## config.mk

```make
export PLATFORM = sky130hd
export DESIGN_NAME = sseg_scan_capture
export DESIGN_NICKNAME = d
export VERILOG_FILES = /design/src/rtl/sseg_pkg.sv /design/src/rtl/sseg_to_hex.sv /design/src/rtl/sseg_scan_capture.sv
export SDC_FILE = /design/constraint.sdc
export NUM_CORES = 1
export LEC_CHECK = 0
export ABC_AREA = 1
export ABC_CLOCK_PERIOD_IN_PS = 4300
export BUFFER_PORTS_ARGS = -buffer_cell sky130_fd_sc_hd__buf_2
export CORE_MARGIN = 3
export CORE_UTILIZATION = 51
export DETAILED_ROUTE_END_ITERATION = 10
export GPL_ROUTABILITY_DRIVEN = 0
export GPL_TIMING_DRIVEN = 1
export HOLD_SLACK_MARGIN = 0.06
export PLACE_DENSITY = 0.67
export SLEW_MARGIN = 15
export SYNTH_ARGS = -nofsm -noshare
export SYNTH_HDL_FRONTEND = slang
export SYNTH_HIERARCHICAL = 1
export SYNTH_SLANG_ARGS = --single-unit
```

## constraint.sdc

```tcl
create_clock -name clk -period 4.3 [get_ports clk]
set_clock_uncertainty 0.15 [all_clocks]
set_input_delay 0.86 -clock clk [delete_from_list [all_inputs] [get_ports clk]]
set_output_delay 0.86 -clock clk [all_outputs]
set_load 0.005 [all_outputs]
```

## src/rtl/sseg_pkg.sv

```systemverilog
// Shared 7-segment constants and FSM states for the display driver/capture path.
// Patterns are 7-bit, MSB = segment a ... LSB = segment g, active-low.
package sseg_pkg;

  localparam logic [6:0] SSEG_0 = 7'b0000001;
  localparam logic [6:0] SSEG_1 = 7'b1001111;
  localparam logic [6:0] SSEG_2 = 7'b0010010;
  localparam logic [6:0] SSEG_3 = 7'b0000110;
  localparam logic [6:0] SSEG_4 = 7'b1001100;
  localparam logic [6:0] SSEG_5 = 7'b0100100;
  localparam logic [6:0] SSEG_6 = 7'b0100000;
  localparam logic [6:0] SSEG_7 = 7'b0001111;
  localparam logic [6:0] SSEG_8 = 7'b0000000;
  localparam logic [6:0] SSEG_9 = 7'b0000100;
  localparam logic [6:0] SSEG_A = 7'b0001000;
  localparam logic [6:0] SSEG_B = 7'b1100000;
  localparam logic [6:0] SSEG_C = 7'b0110001;
  localparam logic [6:0] SSEG_D = 7'b1000010;
  localparam logic [6:0] SSEG_E = 7'b0110000;
  localparam logic [6:0] SSEG_F = 7'b0111000;

  localparam logic [6:0] SSEG_BLANK = 7'b1111111;

  typedef enum logic {
    ST_COUNT = 1'b0,
    ST_HOLD  = 1'b1
  } state_t;

  // Returns {valid, index}; valid only when exactly one anode is driven low.
  function automatic logic [2:0] anode_sel(input logic [3:0] an);
    case (an)
      4'b1110: return 3'b100;
      4'b1101: return 3'b101;
      4'b1011: return 3'b110;
      4'b0111: return 3'b111;
      default: return 3'b000;
    endcase
  endfunction

endpackage

```

## src/rtl/sseg_to_hex.sv

```systemverilog
// Combinational segment-pattern to hex-nibble decoder; unknown patterns flag err.
module sseg_to_hex
  import sseg_pkg::*;
(
  input  logic [6:0] seg,
  output logic [3:0] nibble,
  output logic       err
);

  always_comb begin
    nibble = 4'h0;
    err    = 1'b0;
    case (seg)
      SSEG_0: nibble = 4'h0;
      SSEG_1: nibble = 4'h1;
      SSEG_2: nibble = 4'h2;
      SSEG_3: nibble = 4'h3;
      SSEG_4: nibble = 4'h4;
      SSEG_5: nibble = 4'h5;
      SSEG_6: nibble = 4'h6;
      SSEG_7: nibble = 4'h7;
      SSEG_8: nibble = 4'h8;
      SSEG_9: nibble = 4'h9;
      SSEG_A: nibble = 4'hA;
      SSEG_B: nibble = 4'hB;
      SSEG_C: nibble = 4'hC;
      SSEG_D: nibble = 4'hD;
      SSEG_E: nibble = 4'hE;
      SSEG_F: nibble = 4'hF;
      SSEG_BLANK: err = 1'b1;
      default:    err = 1'b1;
    endcase
  end

endmodule

```

## src/rtl/sseg_scan_capture.sv

```systemverilog
// Reconstructs the 4 hex digits shown on a multiplexed 7-segment bus and publishes frames.
// Optional macro SSEG_DP_EN adds decimal-point capture (dp_in / dp_out).
module sseg_scan_capture
  import sseg_pkg::*;
#(
  parameter int STABLE_CYCLES = 4,
  parameter int CNT_W         = 8
) (
  input  logic        clk,
  input  logic        rst,
  input  logic [6:0]  sseg_in,
  input  logic [3:0]  an_in,
  output logic [15:0] digits_out,
  output logic [3:0]  err_out,
  output logic        frame_valid,
  output logic [3:0]  seen_out
`ifdef SSEG_DP_EN
  ,
  input  logic        dp_in,
  output logic [3:0]  dp_out
`endif
);

  localparam logic [CNT_W-1:0] CNT_MAX = CNT_W'(STABLE_CYCLES - 1);
  localparam logic [CNT_W-1:0] CNT_ARM = CNT_W'(STABLE_CYCLES - 2);

`ifdef SSEG_DP_EN
  localparam int SW = 12;
`else
  localparam int SW = 11;
`endif

  logic [SW-1:0]    cur;
  logic [SW-1:0]    samp;
  logic [CNT_W-1:0] cnt;
  state_t           state;
  state_t           state_nxt;
  logic             same;
  logic             capture;
  logic             do_cap;
  logic             publish;
  logic [2:0]       sel;
  logic [1:0]       sel_idx;
  logic [3:0]       sel_bit;
  logic [3:0]       nib;
  logic             nib_err;
  logic [15:0]      work_digits;
  logic [15:0]      digits_nxt;
  logic [3:0]       work_err;
  logic [3:0]       err_nxt;

`ifdef SSEG_DP_EN
  logic [3:0] work_dp;
  logic [3:0] dp_nxt;
  assign cur = {dp_in, an_in, sseg_in};
`else
  assign cur = {an_in, sseg_in};
`endif

  assign same    = (cur == samp);
  assign sel     = anode_sel(samp[10:7]);
  assign sel_idx = sel[1:0];
  assign sel_bit = 4'b0001 << sel_idx;
  assign do_cap  = capture & sel[2];
  assign publish = do_cap & ((seen_out | sel_bit) == 4'hF);

  sseg_to_hex u_dec (
    .seg    (samp[6:0]),
    .nibble (nib),
    .err    (nib_err)
  );

  always_ff @(posedge clk) begin
    if (rst) state <= ST_COUNT;
    else     state <= state_nxt;
  end

  // A capture fires on the edge the run counter would reach its terminal value.
  always_comb begin
    state_nxt = state;
    capture   = 1'b0;
    if (!same) begin
      state_nxt = ST_COUNT;
    end else begin
      case (state)
        ST_COUNT: begin
          if (cnt == CNT_ARM) begin
            capture   = 1'b1;
            state_nxt = ST_HOLD;
          end
        end
        ST_HOLD:  state_nxt = ST_HOLD;
        default:  state_nxt = ST_COUNT;
      endcase
    end
  end

  always_comb begin
    digits_nxt = work_digits;
    err_nxt    = work_err;
    digits_nxt[{sel_idx, 2'b00} +: 4] = nib;
    err_nxt[sel_idx] = nib_err;
`ifdef SSEG_DP_EN
    dp_nxt = work_dp;
    dp_nxt[sel_idx] = ~samp[11];
`endif
  end

  always_ff @(posedge clk) begin
    if (rst) begin
      samp        <= '0;
      cnt         <= '0;
      seen_out    <= '0;
      work_digits <= '0;
      work_err    <= '0;
      digits_out  <= '0;
      err_out     <= '0;
      frame_valid <= 1'b0;
    end else begin
      samp        <= cur;
      frame_valid <= publish;
      if (!same)               cnt <= '0;
      else if (cnt != CNT_MAX) cnt <= cnt + CNT_W'(1);
      if (do_cap) begin
        work_digits <= digits_nxt;
        work_err    <= err_nxt;
        if (publish) begin
          digits_out <= digits_nxt;
          err_out    <= err_nxt;
          seen_out   <= '0;
        end else begin
          seen_out <= seen_out | sel_bit;
        end
      end
    end
  end

`ifdef SSEG_DP_EN
  always_ff @(posedge clk) begin
    if (rst) begin
      work_dp <= '0;
      dp_out  <= '0;
    end else if (do_cap) begin
      work_dp <= dp_nxt;
      if (publish) dp_out <= dp_nxt;
    end
  end
`endif

endmodule

```

==> metrics.txt <==
Crit Path Class=reg -> reg; Metal-1 WL=3700 µm; post-CTS setup repair buffer count=0; max layer used=met4; layout overhead on the synthesized area=11.9%; dpl hpwl=approximately 5300 µm; vias=3165; largest net degree at the start of global routing=64; Reg clk slew, reported paths=about 70 ps; htree depth=3; metal3 WL=239 µm; first-pass iteration count of the detailed router=6; Core ar.=0.00613 mm²; row cnt=28; sequential share of the synthesized area=38.8%; crit start category=flip-flop; crit path time final=approximately 3200 ps; CP max FO=22; first-pass GRT wire length=around 12000 µm; CTS tree=built; Syn Std Cell Area=between 0.003 and 0.004 mm²; # setup viols final=0; Rel. slew slack=36.1%; Sinks on Clock Net=65; Util after Layout=61.1%; post-route ant nets=0; initial core utilization=54.6%; # port buffers=37; fillcell total=585; antenna violations before repair=0; fmax=0.308 GHz; Critical-path top delay cell=nand4_1; final period utilization=75.5%; maximum clock insertion buffer count=2; post-synth top area share=38.8%; post-CTS sizing=0; share of cells above drive strength 1=15.1%; #FFs+latches synth=65; Unique masters post-synth=30; PwrDens=324 mW/mm²; die height=around 87 µm; Yosys top cell by area=dfxtp_1; grt ovf=0; required time of the critical path=4370 ps; clock root buffer=clkbuf_8; Max stage delay on crit path=780 ps; Final #Nets=559; Post-Route WL=7310 µm; worst slew pin tran=956 ps; Sequential Area=0.00130 mm²; antenna fix cells=0; DR DRC count=0; Worst setup EP type=flip-flop; Pleak=1.76 nW; die area=0.00758 mm²; most area-consuming cells after synthesis=dfxtp_1 39%, nand2_1 13%, nor2_1 11%; I/O Pins=38; DR WL met2=around 3300 µm; HP Class=reg -> reg; IR drop worst, VDD=~210 µV; Die X-Extent=87.0 µm; Fin. Hold Viols=0; Synth Flop Type=dfxtp_1; CP arrival=3310 ps; hold buffer count at CTS=0; synthesized instance count=between 500 and 600; Post-synth EDFFs=0; GR Util All Layers=20.3%; Via density=roughly 5; Final TNS setup=0 ps; routed len/inst=around 12 µm; Final Slew Violations=0; cts bufs inserted=9; RSZ-0062 raised after global routing=no; area taken by multi-input logic gates=0.00175 mm²; Async SR Flop Fraction=0%; max-cap violations=0; vias in the first global route=2763; outcome=completed; Ys Warns=6; Mapped Avg Cell Area=6.61 µm²; post-synth net total=529; crit-path cells=inv_2 -> nand2_1 -> nand4_2 -> clkinv_1 -> ha_1 -> o22ai_1 -> nor2_1 -> buf_4 -> nand4_1 -> nand2_1 -> nor2_1; DRT iter0 DRCs=171; Clock Latency Late Sink=between 300 and 400 ps
## final timing paths
check | startpoint | endpoint | slack [ps] | cells after the start
hold / removal | digits_out[0] | digits_out[0] | 320 | 2
setup reg to reg | samp[10] | seen_out[1] | 1050 | 11
hold reg to reg | digits_out[0] | digits_out[0] | 320 | 2
setup / recovery | samp[10] | seen_out[1] | 1050 | 11
## cell usage after synthesis (5+ instances only)
library cell and n:
nand2_1 118, nor2_1 99, dfxtp_1 65, inv_1 43, nand3_1 42, o21ai_0 27, nand4_1 23, inv_2 10
o22ai_1 10, clkbuf_1 9, ha_1 9, nor2_2 8, buf_1 5, nand2_2 5
## layer usage
metal / GRT usage [%] / vias up
li1: - / 1678
met1: 27.3 / 1418
met2: 32.9 / 56
met3: 3.97 / 13
met4: 6.37 / 0
met5: 0 / -
## cells in the final DEF (no fill, tap or decap), drive strengths merged, types with 3 or more instances in the layout
master / instances
nand3: 44
o21ai: 29
clkbuf: 11
o22ai: 10
ha: 9
a21oi: 4
nand4: 24
inv: 53
nor2: 108
buf: 39
nand2: 123
dfxtp: 65
nor3: 4
xnor2: 3
clkinv: 4
## where the power goes
part	total [mW]	internal (mW)	leakage [nW]	switching, mW
sequential	0.615	0.607	0.526	0.00806
combinational	0.0881	0.0284	1.14	0.0597
clock	0.512	0.282	0.0953	0.230
total	1.22	0.917	1.76	0.298
## worst max-delay path: cells and delay by family (launching register included)
family,cells,cell delay (ps)
AO/OA/AOI/OAI,1,90
adder cells (fa/ha/maj),1,250
buffers and inverters,3,600
flip-flops,1,390
AND/OR/NAND/NOR,6,1660
## cell families after synthesis
logic type	share of synthesized area [%]
adders and majority gates	3.36
buffers and inverters	8.93
DFF	38.8
and+or+nand+nor	40.8
xor gates and xnor gates	1.31
AOI/OAI and AO/OA	6.80
## area by class of cell
type | count | area share (%)
clock inverters | 5 | 1.47
flip-flops and latches | 65 | 34.7
repair buffers | 39 | 5.34
clock buffers | 11 | 3.77
inverters | 55 | 5.51
well taps | 75 | 2.50
multi-input cells | 367 | 46.7
## through the flow
| step | instances | setup WS [ps] | power [mW] | hold slack, ps | area [µm²] |
|---|---|---|---|---|---|
| after floorplan | 507 | 2210 | 0.693 | 304 | 3350 |
| after global placement | 601 | 1150 | 0.716 | 308 | 3550 |
| after detailed placement | 601 | 1030 | 0.717 | 309 | 3550 |
| after CTS | 617 | 990 | 1.23 | 321 | 3750 |
| after global routing | 617 | 659 | 1.27 | 338 | 3750 |
| final | 617 | 1050 | 1.22 | 316 | 3750 |
## registers in the layout, indices dropped and copies added, names as in the netlist
signal / flops
cnt: 8
frame_valid: 1
err_out: 4
samp: 11
seen_out: 4
work_err: 4
state: 1
digits_out: 16
work_digits: 16
(Power assumes the default switching activity.)
